<file path="config.mk">
export PLATFORM = sky130hd
export DESIGN_NAME = rs_station
export DESIGN_NICKNAME = d
export VERILOG_FILES = /design/src/rtl/rs_pkg.sv /design/src/rtl/rs_select.sv /design/src/rtl/rs_station.sv
export SDC_FILE = /design/constraint.sdc
export NUM_CORES = 2
export LEC_CHECK = 0
export BUFFER_PORTS_ARGS = -buffer_cell sky130_fd_sc_hd__buf_2
export CAP_MARGIN = 20
export CORE_ASPECT_RATIO = 1.5
export CORE_MARGIN = 3
export CORE_UTILIZATION = 55
export DETAILED_ROUTE_END_ITERATION = 10
export GPL_TIMING_DRIVEN = 0
export PLACE_DENSITY_LB_ADDON = 0.2
export SLEW_MARGIN = 30
export SYNTH_ARGS = -nofsm -noshare
export SYNTH_HDL_FRONTEND = slang
export SYNTH_SLANG_ARGS = --single-unit
</file>
<file path="constraint.sdc">
create_clock -name clk -period 11.7 [get_ports clk]
set_clock_uncertainty 0.05 [all_clocks]
set_input_delay 0.585 -clock clk [delete_from_list [all_inputs] [get_ports clk]]
set_output_delay 0.585 -clock clk [all_outputs]
set_load 0.05 [all_outputs]
</file>
<file path="src/rtl/rs_pkg.sv">
// Shared decode constants and the reservation-station entry layout.
package rs_pkg;

  localparam int RS_XLEN  = 32;
  localparam int RS_TAG_W = 5;

  localparam logic [RS_TAG_W-1:0] NO_TAG = '0;

  localparam logic [6:0] OP_IMM    = 7'b0010011;
  localparam logic [6:0] OP_LOAD   = 7'b0000011;
  localparam logic [6:0] OP_STORE  = 7'b0100011;
  localparam logic [6:0] OP_BRANCH = 7'b1100011;

  localparam logic [2:0] ALU_ADDSUB = 3'b000;
  localparam logic [2:0] OP_BEQ     = 3'b000;
  localparam logic [2:0] OP_BNE     = 3'b001;
  localparam logic [2:0] OP_BLT     = 3'b100;
  localparam logic [2:0] OP_BGE     = 3'b101;
  localparam logic [2:0] OP_BLTU    = 3'b110;
  localparam logic [2:0] OP_BGEU    = 3'b111;

  // Field widths follow RS_XLEN/RS_TAG_W; the station's XLEN/TAG_W default to these.
  typedef struct packed {
    logic                valid;
    logic [6:0]          opcode;
    logic [2:0]          fun3;
    logic [6:0]          fun7;
    logic [RS_TAG_W-1:0] dtag;
    logic [RS_XLEN-1:0]  vj;
    logic [RS_TAG_W-1:0] qj;
    logic [RS_XLEN-1:0]  vk;
    logic [RS_TAG_W-1:0] qk;
    logic [RS_XLEN-1:0]  imm;
  } rs_entry_t;

endpackage

</file>
<file path="src/rtl/rs_select.sv">
// Lowest-index priority picker over a request vector.
module rs_select #(
  parameter int N = 4
) (
  input  logic [N-1:0]         req_i,
  output logic [$clog2(N)-1:0] idx_o,
  output logic                 found_o
);
  localparam int IW = $clog2(N);

  // Scan from the top so the lowest set bit is the last one written.
  always_comb begin
    idx_o   = '0;
    found_o = 1'b0;
    for (int i = N - 1; i >= 0; i--) begin
      if (req_i[i]) begin
        idx_o   = IW'(i);
        found_o = 1'b1;
      end
    end
  end

endmodule

</file>
<file path="src/rtl/rs_station.sv">
// Tomasulo reservation station: collapsing age-ordered queue with CDB wakeup,
// oldest-ready (or oldest-only) dispatch, flush and valid/ready handshakes.
module rs_station
  import rs_pkg::*;
#(
  parameter int RS_DEPTH = 4,
  parameter int XLEN     = RS_XLEN,
  parameter int TAG_W    = RS_TAG_W,
  parameter bit IN_ORDER = 1'b0
) (
  input  logic                          clk,
  input  logic                          rst,
  input  logic                          flush,
  input  logic                          issue_valid,
  output logic                          issue_ready,
  input  logic [6:0]                    issue_opcode,
  input  logic [2:0]                    issue_fun3,
  input  logic [6:0]                    issue_fun7,
  input  logic [TAG_W-1:0]              issue_dtag,
  input  logic [XLEN-1:0]               issue_vj,
  input  logic [TAG_W-1:0]              issue_qj,
  input  logic [XLEN-1:0]               issue_vk,
  input  logic [TAG_W-1:0]              issue_qk,
  input  logic [XLEN-1:0]               issue_imm,
  input  logic                          cdb_valid,
  input  logic [TAG_W-1:0]              cdb_tag,
  input  logic [XLEN-1:0]               cdb_data,
  output logic                          disp_valid,
  input  logic                          disp_ready,
  output logic [6:0]                    disp_opcode,
  output logic [2:0]                    disp_fun3,
  output logic [6:0]                    disp_fun7,
  output logic [TAG_W-1:0]              disp_dtag,
  output logic [XLEN-1:0]               disp_vj,
  output logic [XLEN-1:0]               disp_vk,
  output logic [XLEN-1:0]               disp_imm,
  output logic [$clog2(RS_DEPTH+1)-1:0] count,
  output logic                          full,
  output logic                          empty
);
  localparam int CW = $clog2(RS_DEPTH + 1);
  localparam int IW = $clog2(RS_DEPTH);

  rs_entry_t           ent_q [RS_DEPTH];
  rs_entry_t           ent_d [RS_DEPTH];
  rs_entry_t           woken [RS_DEPTH];
  rs_entry_t           new_ent;
  logic [CW-1:0]       count_q, count_d, wr_idx;
  logic [RS_DEPTH-1:0] rdy, pick;
  logic [IW-1:0]       sel_idx;
  logic                sel_found, do_disp, do_issue;

  for (genvar gi = 0; gi < RS_DEPTH; gi++) begin : g_rdy
    assign rdy[gi] = ent_q[gi].valid && (ent_q[gi].qj == NO_TAG) && (ent_q[gi].qk == NO_TAG);
  end

  // In-order stations only ever consider the head slot.
  assign pick = IN_ORDER ? (rdy & RS_DEPTH'(1)) : rdy;

  rs_select #(.N(RS_DEPTH)) u_sel (
    .req_i   (pick),
    .idx_o   (sel_idx),
    .found_o (sel_found)
  );

  assign full        = (count_q == CW'(RS_DEPTH));
  assign empty       = (count_q == '0);
  assign count       = count_q;
  assign issue_ready = !full && !flush && !rst;
  assign disp_valid  = sel_found;
  assign disp_opcode = ent_q[sel_idx].opcode;
  assign disp_fun3   = ent_q[sel_idx].fun3;
  assign disp_fun7   = ent_q[sel_idx].fun7;
  assign disp_dtag   = ent_q[sel_idx].dtag;
  assign disp_vj     = ent_q[sel_idx].vj;
  assign disp_vk     = ent_q[sel_idx].vk;
  assign disp_imm    = ent_q[sel_idx].imm;

  assign do_disp  = sel_found && disp_ready;
  assign do_issue = issue_valid && issue_ready;
  assign wr_idx   = count_q - CW'(do_disp);
  assign count_d  = count_q + CW'(do_issue) - CW'(do_disp);

  always_comb begin
    new_ent        = '0;
    new_ent.valid  = 1'b1;
    new_ent.opcode = issue_opcode;
    new_ent.fun3   = issue_fun3;
    new_ent.fun7   = issue_fun7;
    new_ent.dtag   = issue_dtag;
    new_ent.vj     = issue_vj;
    new_ent.qj     = issue_qj;
    new_ent.vk     = issue_vk;
    new_ent.qk     = issue_qk;
    new_ent.imm    = issue_imm;
    // Issue-cycle bypass: a producer broadcasting now must not be missed.
    if (cdb_valid && issue_qj != NO_TAG && issue_qj == cdb_tag) begin
      new_ent.vj = cdb_data;
      new_ent.qj = NO_TAG;
    end
    if (cdb_valid && issue_qk != NO_TAG && issue_qk == cdb_tag) begin
      new_ent.vk = cdb_data;
      new_ent.qk = NO_TAG;
    end

    for (int i = 0; i < RS_DEPTH; i++) begin
      woken[i] = ent_q[i];
      if (cdb_valid && ent_q[i].valid && ent_q[i].qj != NO_TAG && ent_q[i].qj == cdb_tag) begin
        woken[i].vj = cdb_data;
        woken[i].qj = NO_TAG;
      end
      if (cdb_valid && ent_q[i].valid && ent_q[i].qk != NO_TAG && ent_q[i].qk == cdb_tag) begin
        woken[i].vk = cdb_data;
        woken[i].qk = NO_TAG;
      end
    end

    // Collapse above the dispatched slot, then drop the new entry at the tail.
    for (int i = 0; i < RS_DEPTH; i++) begin
      ent_d[i] = woken[i];
      if (do_disp && i >= int'(sel_idx)) begin
        ent_d[i] = woken[(i == RS_DEPTH - 1) ? i : i + 1];
        if (i == RS_DEPTH - 1) ent_d[i].valid = 1'b0;
      end
      if (do_issue && wr_idx == CW'(i)) ent_d[i] = new_ent;
    end
  end

  always_ff @(posedge clk) begin
    if (rst || flush) begin
      count_q <= '0;
      for (int i = 0; i < RS_DEPTH; i++) ent_q[i] <= '0;
    end else begin
      count_q <= count_d;
      for (int i = 0; i < RS_DEPTH; i++) ent_q[i] <= ent_d[i];
    end
  end

endmodule

</file>
After elaboration in Yosys (flattened, before gate mapping)
Memory sizes are Yosys's and may differ from the RTL's.
Index checks and enable logic that the tools add are counted.
{"block": "word_totals", "regBits": 3, "latch_bits": 0, "ramBits": 516, "mem_bits_ro": 0, "in_bits": 171, "output_inout_bits": 125, "word_cells": 126, "mem_count": 1}
{"block": "classes", "addsub": 3, "mul": 0, "div_mod_pow": 0, "order_cmp": 3, "n_eq_ne": 14, "shifts": 0, "n_mux": 33, "bitwise": 4, "reduce_logical": 67}
{"name": "ent_q", "words": 4, "width": 129, "rd": 5, "rd_ports_with_merged_regs": 0, "wr": 4, "line_no": "rs_station.sv:44", "text": "rs_entry_t ent_q [RS_DEPTH];"}
{"op": "$mux 129", "n": 12}
{"op": "$mux 37", "n": 10}
{"op": "$eq 5x5->1", "n": 10}
{"op": "$reduce_bool 5->1", "n": 10}
{"op": "$logic_and 1x1->1", "n": 43}
{"op": "$logic_not 5->1", "n": 8}
{"op": "$mux 2", "n": 4}
{"op": "$mux 1", "n": 7}
{"op": "$eq 3x2->1 const B", "n": 2}
{"op": "$logic_not 3->1", "n": 2}
{"op": "$sub 3x1->3", "n": 2}
{"op": "$ge 1x2->1 const A", "n": 2}
{"op": "$or 1x1->1", "n": 4}
{"op": "$add 3x1->3", "n": 1}
{"op": "$eq 3x1->1 const B", "n": 1}
{"op": "$eq 3x3->1 const B", "n": 1}
{"op": "$logic_not 1->1", "n": 3}
{"op": "$ge 2x2->1 const A", "n": 1}
{"op": "$logic_or 1x1->1", "n": 1}

Longest topological paths before layout
An unclocked memory read counts as a cell.
{"block": "depth", "ltp_word": 14, "ltp_mapped": 16, "ltp_nobuf": 13}

Cells and area by module
Synthesis repeated with hierarchy kept, for this count alone.
{"block": "hier_totals", "hier_cells": 3065, "area_unflattened_um2": 26960.9}
{"mod": "rs_station", "instances": 1, "cells_each": 3058, "area_each_um2": 26925.8, "seq_area_each_um2": 10390.0}
{"mod": "rs_select", "instances": 1, "cells_each": 7, "area_each_um2": 35.0, "seq_area_each_um2": 0.0}

Worst setup path before layout
OpenSTA, ideal clock, no wires.
{"block": "synth_timing", "path_type": "register -> register", "start": "mem ent_q[0][69] (netlist bit)", "end": "mem ent_q[0][100] (netlist bit)", "setup_ns": 0.117, "arrival_ns": 3.677, "required_time_ns": 11.533, "setup_slack_ns": 7.856, "stages_incl_launch_ff": 17, "n_path_buf": 4, "period_less_slack_ns": 3.844, "cell_sequence": "dfxtp_1 > or4_1 > nor3b_2 > a22oi_2 > buf_2 > buf_6 > a21oi_1 > ha_1 > ha_1 > xnor2_1 > and4b_1 > and3_1 > clkbuf_1 > nor3_1 > nor2_1 > clkbuf_1 > a32o_1"}
{"item": "start, declared", "line_no": "rs_station.sv:44"}

==> metrics.txt <==
CP endpoint kind register; global-route congestion overflow total 0; cell taking the most area after synthesis dfxtp_1; Synth top area share 36.1%; drt wl/cell 26.9 µm; Synth area leaders dfxtp_1 (36%), mux2i_1 (19%), a211oi_1 (7.1%); M1 WL 40,600 µm; vias in the first global route 29,500; clk slew on worst S/H paths 70 ps; unrepaired setup endpoints after global routing false; r2r worst-path depth 14; Clock Latency Late Sink 630 ps; RR Startpoint ent_q[0][69]; post-synthesis sequential area ratio 36.1%; post-layout min period 5750 ps; htree depth 2; placer congestion estimate 1.04; largest net degree at the start of global routing 15; PD cells 119 mW/mm²; Synth Cell Area 0.0288 mm²; ys async rst share 0%; Area Growth Syn to Fin 14.1%; post_cts resized 0; Hold Worst Slack 184 ps; Die W 193 µm; Starting Density 55.7%; run status finished, final reports clean; Synth Flop Type dfxtp_1; initial DRC count 2,885; Critical Path End ent_q[1][96]; Final period util 49.2%; Synth warnings 0; die area 0.0552 mm²; CP startpoint ent_q[0][69]; worst setup path class register to register; CTS sink cnt 519; vias per cell 6.72; leakage power 0.0137 µW; worst hold path class input pin to register; post-synth net total 3,527; Post-Synthesis Cells 3,351; CP Data Arrival Time 6180 ps; Post-synth top cells mux2i_1 (535), dfxtp_1 (519), nand2_1 (371); CTS tree built; Critical Path Start Type register; final setup fails 0; DR top layer met5; num ports 296; DP HPWL 86,600 µm; Tot GR Track Use 41.4%; actual slew at the worst max-slew pin 1090 ps; Yosys reg bits 519; Routed WL 119,000 µm; relative slew slack 27.1%; cts hold-fix bufs 0; Die H 286 µm; total CTS buffers 52; required time of the critical path 12,130 ps; standard-cell rows 102; Final ANT Viol Nets 0; Slew Limit Fails 0; Routed met2 length 55,400 µm; clock tree buffer depth 3; final-report hold violation count 0; Yosys cell types 63; hold_sp issue_fun7[1]; R2R setup slack 5950 ps; top-count cell post-synth mux2i_1; EDFF count, synth 0; VDD IR max 0.135 mV; Post-CTS Setup Bufs 0; Mapped Avg Cell Area 8.59 µm²; Layout Nets 3,865; fmax 174 MHz; Final TNS setup 0 ps; Critical Path Fanout Max 10; Vias 29,700; IO Port Bufs 282; Critical R2R Capture ent_q[1][96]; initial antenna violation count 13; routed wl met3 12,500 µm; first drt pass iteration count 8; first-pass GRT wire length 175,000 µm; Core ar. 0.0517 mm²; fraction of layout cells with a size suffix above 1 14.5%; Max Cap Viol 0; Root Driver clkbuf_16; Remaining DRCs 0
[kinds of logic after synthesis]
logic type	count (synthesis)	synth area share, %
XOR/XNOR	47	1.43
buffers and inverters	393	5.99
AO/OA/AOI/OAI	975	23.2
flip-flops	519	36.1
multiplexers	567	19.9
AND/OR/NAND/NOR	845	13.1
adder cells (fa/ha/maj)	5	0.243
[routing by layer]
| layer | track usage, % | vias to the layer above |
|---|---|---|
| li1 | - | 13100 |
| met2 | 67.9 | 1902 |
| met5 | 0 | - |
| met1 | 46.2 | 14100 |
| met4 | 30.9 | 8 |
| met3 | 10.1 | 577 |
[where the power goes]
part | total, µW | internal, µW | switching (µW)
sequential | 1790 | 1780 | 10.5
combinational | 354 | 97.6 | 257
clock | 1750 | 969 | 781
total | 3900 | 2850 | 1050
[critical path, cell delays in order, from the launching register on]
cell	delay, ps
dfxtp_1	340
or4_1	570
nor3b_2	370
a22oi_2	250
buf_2	280
buf_6	190
a21oi_1	370
ha_1	240
ha_1	240
clkbuf_1	190
nand3b_1	430
clkbuf_2	530
clkbuf_1	690
clkbuf_1	630
o22ai_1	210
[worst min path at each step]
stage | endpoint | slack (ps) | cells after the start
floorplan | ent_q[0][37] | 370 | 2
global placement | ent_q[0][59] | 380 | 2
detailed placement | ent_q[0][68] | 390 | 2
CTS | ent_q[3][112] | 170 | 3
global route | ent_q[3][25] | 190 | 3
finish | ent_q[3][112] | 180 | 3
[state kept, by name, summed over array words and instances (netlist names)]
register,cells
count,3
ent_q,516
[metrics by stage]
step / worst slack, ps / cells / utilization, % / total power [µW] / area, µm²
floorplan: 7860 / 3351 / - / 2030 / 28800
CTS: 6150 / 4406 / 63.5 / 3870 / 32800
finish: 5950 / 4417 / 63.6 / 3900 / 32800
global route: 5930 / 4409 / 63.5 / 3960 / 32800
global placement: 5790 / 4309 / 60.0 / 2170 / 31000
detailed placement: 6170 / 4311 / 60.1 / 2170 / 31100
[area by class of cell]
| class | count | area, µm² |
|---|---|---|
| fillers | 4683 | 18800 |
| multi-input cells | 2439 | 16700 |
| flip-flops and latches | 519 | 10400 |
| plain buffers | 350 | 1570 |
| clock buffers | 72 | 1550 |
| repair buffers | 284 | 1420 |
| well taps | 676 | 846 |
| clock inverters | 23 | 185 |
| inverters | 43 | 161 |
| diodes | 11 | 27.5 |
[cells in the final DEF, fill, tap and decap left out, types with 11 or more instances in the layout]
cell type,n
mux2i_1,535
dfxtp_1,519
nand2_1,371
buf_2,355
a211oi_1,272
clkbuf_1,227
nor2_1,221
a21oi_1,182
o21ai_0,113
nand3_1,86
o22ai_1,85
a31oi_1,72
a32o_1,61
clkbuf_16,54
o211ai_1,47
or4_1,44
inv_1,43
o221ai_1,33
o31ai_1,33
o311ai_0,32
mux2_2,32
buf_4,31
xnor2_1,30
nor3_1,25
and2_1,22
nand2b_1,21
xor2_1,17
clkinv_2,17
and3_1,13
clkbuf_8,13
buf_1,12
diode_2,11
a41oi_1,11
Note: power is estimated with default switching activity, not from simulation.
